$ cat src/rtl/eth_10g_st_pkg.sv
`default_nettype none
// ============================================================================
// Module : eth_10g_st_pkg
// Brief  : Shared Avalon-ST beat type and arbiter state encoding.
// Rev    : 1.0 - initial release
// ============================================================================
package eth_10g_st_pkg;

   localparam int ST_DATA_W  = 64;
   localparam int ST_EMPTY_W = 3;

   typedef struct packed {
      logic [ST_DATA_W-1:0]  data;
      logic                  error;
      logic                  sop;
      logic                  eop;
      logic [ST_EMPTY_W-1:0] empty;
   } st_beat_t;

   typedef enum logic [0:0] {
      IDLE = 1'b0,
      LOCK = 1'b1
   } arb_state_t;

endpackage
`default_nettype wire

$ cat src/rtl/eth_10g_rr_pick2.sv
`default_nettype none
// ============================================================================
// Module : eth_10g_rr_pick2
// Brief  : Two-way round-robin pick; rr_ptr_i breaks ties only.
// Rev    : 1.0 - initial release
// ============================================================================
module eth_10g_rr_pick2 (
   input  logic [1:0] req_i,
   input  logic       rr_ptr_i,
   output logic       winner_o,
   output logic       any_req_o
);

   always_comb begin
      any_req_o = |req_i;
      winner_o  = (req_i == 2'b11) ? rr_ptr_i : req_i[1];
   end

endmodule
`default_nettype wire

$ cat src/rtl/eth_10g_rx_st_pkt_arbiter.sv
`default_nettype none
// ============================================================================
// Module : eth_10g_rx_st_pkt_arbiter
// Brief  : Packet-granular 2:1 round-robin Avalon-ST RX arbiter.
//          Optional statistics counters under ETH_RX_ARB_STATS_EN.
// Rev    : 1.0 - initial release
// ============================================================================
module eth_10g_rx_st_pkt_arbiter
   import eth_10g_st_pkg::*;
#(
   parameter int DATA_W  = ST_DATA_W,
   parameter int EMPTY_W = ST_EMPTY_W,
   parameter int CNT_W   = 32
) (
   input  logic               clk,
   input  logic               reset,
   input  logic               in0_valid,
   input  logic [DATA_W-1:0]  in0_data,
   input  logic               in0_error,
   input  logic               in0_startofpacket,
   input  logic               in0_endofpacket,
   input  logic [EMPTY_W-1:0] in0_empty,
   output logic               in0_ready,
   input  logic               in1_valid,
   input  logic [DATA_W-1:0]  in1_data,
   input  logic               in1_error,
   input  logic               in1_startofpacket,
   input  logic               in1_endofpacket,
   input  logic [EMPTY_W-1:0] in1_empty,
   output logic               in1_ready,
   output logic               out_valid,
   output logic [DATA_W-1:0]  out_data,
   output logic               out_error,
   output logic               out_startofpacket,
   output logic               out_endofpacket,
   output logic [EMPTY_W-1:0] out_empty,
   input  logic               out_ready,
   output logic               grant_id,
   output logic               busy,
   output logic               proto_err
`ifdef ETH_RX_ARB_STATS_EN
   ,
   output logic [CNT_W-1:0]   pkt_cnt0,
   output logic [CNT_W-1:0]   pkt_cnt1,
   output logic [CNT_W-1:0]   drop_cnt
`endif
);

   arb_state_t state_q, state_d;
   logic       rr_ptr_q, rr_ptr_d;
   logic       grant_q, grant_d;
   logic       proto_err_q, proto_err_d;

   st_beat_t   w_beat0, w_beat1, w_sel_beat;
   logic [1:0] w_req;
   logic       w_winner, w_any_req;
   logic       w_drop0, w_drop1;
   logic       w_sel_valid, w_xfer_eop;

   assign w_beat0 = '{data: in0_data, error: in0_error, sop: in0_startofpacket,
                      eop: in0_endofpacket, empty: in0_empty};
   assign w_beat1 = '{data: in1_data, error: in1_error, sop: in1_startofpacket,
                      eop: in1_endofpacket, empty: in1_empty};

   assign w_sel_beat  = grant_q ? w_beat1 : w_beat0;
   assign w_sel_valid = grant_q ? in1_valid : in0_valid;
   assign w_req       = {in1_valid & in1_startofpacket, in0_valid & in0_startofpacket};

   // Non-SOP beats seen while idle are accepted and thrown away
   assign w_drop0 = (state_q == IDLE) & in0_valid & ~in0_startofpacket;
   assign w_drop1 = (state_q == IDLE) & in1_valid & ~in1_startofpacket;

   assign w_xfer_eop = (state_q == LOCK) & w_sel_valid & out_ready & w_sel_beat.eop;

   eth_10g_rr_pick2 u_pick (
      .req_i     (w_req),
      .rr_ptr_i  (rr_ptr_q),
      .winner_o  (w_winner),
      .any_req_o (w_any_req)
   );

   always_comb begin
      state_d           = state_q;
      rr_ptr_d          = rr_ptr_q;
      grant_d           = grant_q;
      proto_err_d       = proto_err_q | w_drop0 | w_drop1;
      out_valid         = 1'b0;
      out_data          = '0;
      out_error         = 1'b0;
      out_startofpacket = 1'b0;
      out_endofpacket   = 1'b0;
      out_empty         = '0;
      in0_ready         = w_drop0;
      in1_ready         = w_drop1;
      case (state_q)
         IDLE: begin
            if (w_any_req) begin
               state_d = LOCK;
               grant_d = w_winner;
            end
         end
         LOCK: begin
            out_valid         = w_sel_valid;
            out_data          = w_sel_beat.data;
            out_error         = w_sel_beat.error;
            out_startofpacket = w_sel_beat.sop;
            out_endofpacket   = w_sel_beat.eop;
            out_empty         = w_sel_beat.empty;
            in0_ready         = ~grant_q & out_ready;
            in1_ready         = grant_q & out_ready;
            if (w_xfer_eop) begin
               state_d  = IDLE;
               rr_ptr_d = ~grant_q;
            end
         end
         default: state_d = IDLE;
      endcase
   end

   always_ff @(posedge clk) begin
      if (reset) begin
         state_q     <= IDLE;
         rr_ptr_q    <= 1'b0;
         grant_q     <= 1'b0;
         proto_err_q <= 1'b0;
      end else begin
         state_q     <= state_d;
         rr_ptr_q    <= rr_ptr_d;
         grant_q     <= grant_d;
         proto_err_q <= proto_err_d;
      end
   end

   assign grant_id  = grant_q;
   assign busy      = (state_q == LOCK);
   assign proto_err = proto_err_q;

`ifdef ETH_RX_ARB_STATS_EN
   logic [CNT_W-1:0] pkt_cnt0_q, pkt_cnt1_q, drop_cnt_q;

   always_ff @(posedge clk) begin
      if (reset) begin
         pkt_cnt0_q <= '0;
         pkt_cnt1_q <= '0;
         drop_cnt_q <= '0;
      end else begin
         if (w_xfer_eop && !grant_q) pkt_cnt0_q <= pkt_cnt0_q + 1'b1;
         if (w_xfer_eop &&  grant_q) pkt_cnt1_q <= pkt_cnt1_q + 1'b1;
         drop_cnt_q <= drop_cnt_q + CNT_W'(w_drop0) + CNT_W'(w_drop1);
      end
   end

   assign pkt_cnt0 = pkt_cnt0_q;
   assign pkt_cnt1 = pkt_cnt1_q;
   assign drop_cnt = drop_cnt_q;
`endif

endmodule
`default_nettype wire

$ cat config.mk
export PLATFORM = sky130hd
export DESIGN_NAME = eth_10g_rx_st_pkt_arbiter
export DESIGN_NICKNAME = d
export VERILOG_FILES = /design/src/rtl/eth_10g_st_pkg.sv /design/src/rtl/eth_10g_rr_pick2.sv /design/src/rtl/eth_10g_rx_st_pkt_arbiter.sv
export SDC_FILE = /design/constraint.sdc
export NUM_CORES = 1
export LEC_CHECK = 0
export CAP_MARGIN = 15
export CORE_MARGIN = 8
export CORE_UTILIZATION = 22
export CTS_BUF_LIST = sky130_fd_sc_hd__clkbuf_4 sky130_fd_sc_hd__clkbuf_8
export CTS_CLUSTER_DIAMETER = 200
export CTS_CLUSTER_SIZE = 10
export DETAILED_ROUTE_END_ITERATION = 12
export PLACE_DENSITY = 0.84
export SETUP_SLACK_MARGIN = 0.3
export SYNTH_ARGS = -nofsm -noshare
export SYNTH_HDL_FRONTEND = slang
export SYNTH_SLANG_ARGS = --single-unit
$ cat constraint.sdc
create_clock -name clk -period 1.6 [get_ports clk]
set_clock_uncertainty 0.2 [all_clocks]
set_input_delay 0.16 -clock clk [delete_from_list [all_inputs] [get_ports clk]]
set_output_delay 0.16 -clock clk [all_outputs]
set_load 0.01 [all_outputs]
Word level (Yosys, flattened, before mapping)

Index checks and enable logic that the tools add are counted.

Register bits: 4
Latch bits: 0
Memory bits (writable): 0
Bits in read-only memories: 0
Input bits: 145
Output and inout bits: 76
Logic and storage cells: 39
Memories kept: 0

Add/sub/neg operators: 0
Multipliers: 0
Divide/modulo/power cells: 0
$lt $le $gt $ge: 0
Equal/unequal tests: 1
Shift operators: 0
Muxes and demuxes: 14
Bitwise logic cells: 17
Reductions and logical operators: 3

Operators with widths:

| kind                                        | count |
|---|---|
| 2-to-1 mux 70 bit                           | 1 |
| 2-to-1 mux 64 bit                           | 1 |
| bitwise AND 1 bit                           | 11 |
| 2-to-1 mux 1 bit                            | 10 |
| inverter 1 bit                              | 4 |
| AND reduction 2 bit                         | 2 |
| 2-to-1 mux 3 bit                            | 1 |
| equality test 2 bit (second input constant) | 1 |
| bitwise OR 1 bit                            | 2 |
| case mux 1 bit (2 select lines)             | 1 |
| OR reduction 2 bit                          | 1 |

Depth between registers and ports, before layout

Depth in word-level cells: 6
Depth in mapped cells: 4
Depth with buffers taken out: 3

Modules after synthesis

From an unflattened synthesis, not the netlist that was laid out.

Cells, all modules: 186
Area total of the unflattened synthesis: 1,355.0 µm²

By module, submodules not included:

| module                    | instances | cells each | area an instance (µm²) | seq. area each (µm²) |
|---|---|---|---|---|
| eth_10g_rx_st_pkt_arbiter | 1         | 183        | 1,337.5                | 80.1 |
| eth_10g_rr_pick2          | 1         | 3          | 17.5                   | 0.0 |

Worst setup path before layout

No wires, ideal clock.

Kind: flip-flop to output port
Start: register grant_q (netlist: grant_id)
End: output port out_data[58]
Arrival: 1.169 ns
Data required time: 1.240 ns
Setup slack: 0.071 ns
Stages on the path, launching flop included: 5
Buffers on the path: 2
Path through: dfxtp_1 -> buf_2 -> buf_2 -> mux2i_1 -> nor2_1

Longest elaborated chain between the ends: 2

Ends and longest elaborated chain:

| what                   | line                             | RTL |
|---|---|---|
| from (decl)            | eth_10g_rx_st_pkt_arbiter.sv:51  | `logic grant_q, grant_d;` |
| from (signal assigned) | eth_10g_rx_st_pkt_arbiter.sv:129 | `grant_q <= grant_d;` |
| 2-to-1 mux 70 bit      | eth_10g_rx_st_pkt_arbiter.sv:65  | `assign w_sel_beat = grant_q ? w_beat1 : w_beat0;` |
| 2-to-1 mux 64 bit      | eth_10g_rx_st_pkt_arbiter.sv:95  | `case (state_q)` |
| to (decl)              | eth_10g_rx_st_pkt_arbiter.sv:32  | `output logic [DATA_W-1:0] out_data,` |

No other way between the ends.

Worst setup path after layout

Start: register grant_q (netlist: grant_id)
End: register rr_ptr_q

Longest elaborated chain between the ends: 5
Elaborated cells on any way between the ends: 7
Classes of those cells: 2 x mux; 4 x bitwise; 1 x reduce/logical

Ends and longest elaborated chain:

| what                                 | line                             | RTL |
|---|---|---|
| 2-to-1 mux 1 bit                     | eth_10g_rx_st_pkt_arbiter.sv:66  | `assign w_sel_valid = grant_q ? in1_valid : in0_valid;` |
| bitwise AND 1 bit (3 in a row)       | eth_10g_rx_st_pkt_arbiter.sv:73  | `assign w_xfer_eop = (state_q == LOCK) & w_sel_valid & out_ready & w_sel_beat.eop;` |
| AND reduction 2 bit (no source line) | n/a                              |  |
| to (signal assigned)                 | eth_10g_rx_st_pkt_arbiter.sv:128 | `rr_ptr_q <= rr_ptr_d;` |
| to (decl)                            | eth_10g_rx_st_pkt_arbiter.sv:50  | `logic rr_ptr_q, rr_ptr_d;` |

Parallel ways exist; a longest one is shown, timed or not.
A chain may end at the register's enable or synchronous reset.

==> metrics.sh <==
PEAK_SUPPLY_DROP_mV=0.403
DETAIL_ROUTE.WL_PER_CELL_UM=18.7
CRITICAL_PATH_CELL_COUNT=5
CRITICAL-PATH-SLOWEST-CELL='dfxtp_4'
WORSTPATHCELLLIST='buf_12, buf_8, mux2i_4, nor4b_4, mux2_4'
RUN_STATUS='complete, but fails checks'
FINAL_HOLD_VIOL_COUNT=0
GRT_FIRST_PASS_WIRELENGTH_UM=13900
TOTAL_CONGESTION_OVERFLOW_AFTER_GLOBAL_ROUTING=0
SYNTH_SEQUENTIAL_AREA_RATIO_PCT=6.31
GR-USAGE-ALL-LAYERS_PCT=20.6
FLOORPLAN.DIE.WIDTH_UM=92.0
TIMING.CRITICAL_PATH.BUF_INV=2
PLACE_AREA_UM2=3660
SWITCHINGPOWER_mW=0.504
SYNTH.FF_LATCH_COUNT=4
POST-ROUTE-DRC-COUNT=0
POST_ROUTE_CELLS_DRIVE_ABOVE_1_SHARE_PCT=33.6
GRT_SETUP_UNREPAIRED='yes'
AVGSYNTHCELLAREA_UM2=7.02
DEEPEST_LEVEL_OF_THE_CTS_H_TREE=1
LAYOUT_MIN_CYCLE_TIME_NS=1.76
P_INT_mW=1.02
CTS_BUFFERS=3
NUM_VIAS=2341
CRIT_FAMILY='multiplexers'
CLOCK-ROOT-BUFFER='clkbuf_8'
GRT_ANTENNA_BEFORE_REPAIR=0
SINKS_ON_CLOCK_NET=4
RR_ENDPOINT='rr_ptr_q'
CTSLONGESTPATHBUFFERS=2
YOSYS_WARNINGS=0
DETAIL_ROUTE.ITER0.VIOLATIONS=59
WORST_SLACK_NS=-0.160
SYN_AREA_UM2=1270
STDCELL_AREA_UM2=4000
HOLD_SLACK_NS=0.315
ROUTABILITYCONGESTION=0.853
GRT_START_MAX_NET_PINS=30
CTS_TREE='done'
ANTENNA_CELLS=0
DP.FINAL_HPWL_UM=7330
DESIGN.CORE.AREA_UM2=5540
ANTENNA_VIOLATING_NETS_POST_ROUTE=0
HOLD_PATH_STARTPOINT='proto_err'
R2R_SETUP_SLACK_NS=-0.16
CLK_PIN_SLEW_NS=0.03
CELLPOWERDENSITY_nW_PER_UM2=381
FINALNETCOUNT=583
SYNTHCELLS=181
DRV_CAP=0
SHARE_SEQ_OF_TOTAL_POWER_PCT=7.4
CRITICAL_PATH.ENDPOINT_TYPE='flip-flop'
CRIT_PATH_START_KIND='flip-flop'
CLKLATENCYLATEPIN_NS=0.22
GRT_PASS1_VIAS=2604
PEAK_FANOUT_ALONG_THE_CRITICAL_PATH=6
AREA.GROWTH.SYNTH_TO_FINAL_PCT=215
WORSTPATHREQUIRED_NS=1.50
R2R.WORST_PATH.CELLS=5
TIMING.FINAL.MAX_SLEW_VIOLATIONS=0
PLACEMENTROWS=27
MAXSLEWHEADROOM_PCT=82.0
POWER.LEAKAGE_nW=1.74
DRT_PASS1_ITERATIONS=4
YOSYS.CELL_TYPES.COUNT=20
HP-CLASS='reg -> reg'
SETUP_VIOL_COUNT_FINAL=66
ROUTED_VIA_DENSITY=4.60
FINAL.PERIOD_UTILIZATION_PCT=110
DIE-AREA_UM2=8460
PLACEMENT.IO_BUFFERS=220
SLOWEST_DELAY_NS=0.35
TIMING.SETUP.CRITICAL_PATH_CLASS='reg -> reg'
WORST-SLEW-PIN-TRANSITION_NS=0.269
SYNTH.NET_COUNT=326
CAPTURING_INSTANCE_OR_PORT_OF_THE_CRITICAL_PATH='rr_ptr_q'
FLOORPLAN.DIE.HEIGHT_UM=92.0
FMAX_MHz=568
CRIT_ARRIVAL_NS=1.66
DESIGN.PORTCOUNT=221
INITIAL_UTILIZATION_PCT=22.9
R2R-START='grant_id'
SW_SHARE_PCT=33.1
VIOLATIONS_IN_THE_FINAL_REPORTS='negative setup slack'
PROPORTION_OF_POWER_DRAWN_BY_COMBINATIONAL_GATES_PCT=76.2
CTS-HOLD-FIX-BUFFERS=0
ROUTE.FINAL.WIRE_LENGTH_UM=9530
CRIT_PATH_START='grant_id'
POWER.CLOCK.FRACTION_PCT=16.4
==> how the worst min path moves through the flow <==
stage                     slack (ns)  cells after the start   endpoint
after floorplan                 0.02                      1   grant_id
after global placement          0.27                      1  proto_err
after detailed placement        0.27                      1  proto_err
after CTS                       0.32                      1  proto_err
after global routing            0.33                      1  proto_err
final                           0.31                      1  proto_err
==> routing by layer <==
metal  share of wire (%)  global-route usage, %
met1                  34                   19.4
met2                  54                   40.4
met3                 8.6                   7.01
met4                 2.8                   6.44
met5                   0                      0
==> timing repair <==
item / 4_1_cts / 5_1_grt
hold endpoints to repair: 0 / 0
gates cloned: 7 / 1
pin swaps: 4 / 7
buffers inserted: 17 / 9
gates resized for setup: 317 / 39
endpoints found under the setup margin: 79 / 77
==> worst reg2reg max path, delay by kind of cell (launching register included) <==
family        cells  cell delay (ns)
buf+inv           2             0.27
simple gates      1             0.30
flops             1             0.35
mux               2             0.52
==> metrics by stage <==
step                power, mW  setup TNS, ns  std cells  worst slack [ns]  utilization [%]
finish                   1.52          -5.53        509            -0.160             72.2
global route             1.62         -10.36        509            -0.209             72.2
CTS                      1.48          -5.59        499            -0.157             69.6
detailed placement       1.18         -10.52        471            -0.361             66.1
global placement         1.16          -8.64        471            -0.212             66.1
floorplan               0.479              0        181             0.162                -
==> synthesized netlist by cell type <==
cell type	number	area [um^2]
nor2_1	72	270
nor4b_2	1	15.0
clkbuf_1	8	30.0
nand3b_1	1	7.51
buf_4	6	45.0
nand3_1	1	5.00
a211oi_1	1	7.51
a21oi_1	2	10.0
o21ai_0	3	15.0
o2111ai_1	1	8.76
buf_2	2	10.0
nand2b_1	2	12.5
mux2i_1	71	711
inv_1	1	3.75
mux2_2	1	11.3
nand2_1	1	3.75
o21ba_2	1	10.0
nor2b_1	1	6.26
a22oi_1	1	7.51
dfxtp_1	4	80.1
==> power by group through the flow <==
stage	clock network (mW)	registers (mW)	logic, mW
6_report	0.249	0.113	1.16
5_1_grt	0.269	0.115	1.23
4_1_cts	0.255	0.113	1.11
3_5_place_dp	0	0.117	1.07
3_3_place_gp	0	0.117	1.05
2_1_floorplan	0	0.119	0.360
==> cell families after synthesis <==
logic type	Yosys count	share of synthesized area, %
flip-flops	4	6.31
AO/OA/AOI/OAI	9	4.63
buffers and inverters	17	6.99
AND/OR/NAND/NOR	79	25.2
multiplexers	72	56.8
==> placed cells by master, fill, tap and decap left out, types with 3 or more instances in the layout <==
cell and count:
clkdlybuf4s50_1 142, buf_2 69, buf_4 14, dlygate4sd2_1 3, buf_6 11, clkbuf_2 5
mux2i_2 4, mux2i_4 4, buf_8 4, buf_16 7, buf_12 12, nor2_1 70
clkbuf_8 3, mux2i_1 63
==> state kept, by name, indices dropped and copies added (netlist names) <==
name and cells:
grant_id 1, busy 1, proto_err 1, rr_ptr_q 1
==> area by class of cell <==
| class | instances | area (um^2) |
|---|---|---|
| Timing Repair Buffer | 268 | 2560 |
| Fill cell | 457 | 1540 |
| Multi-Input combinational cell | 160 | 1200 |
| Tap cell | 72 | 90.1 |
| Sequential cell | 4 | 85.1 |
| Clock buffer | 4 | 48.8 |
| Inverter | 1 | 3.75 |
No activity file was read; power rests on OpenSTA's default activity.
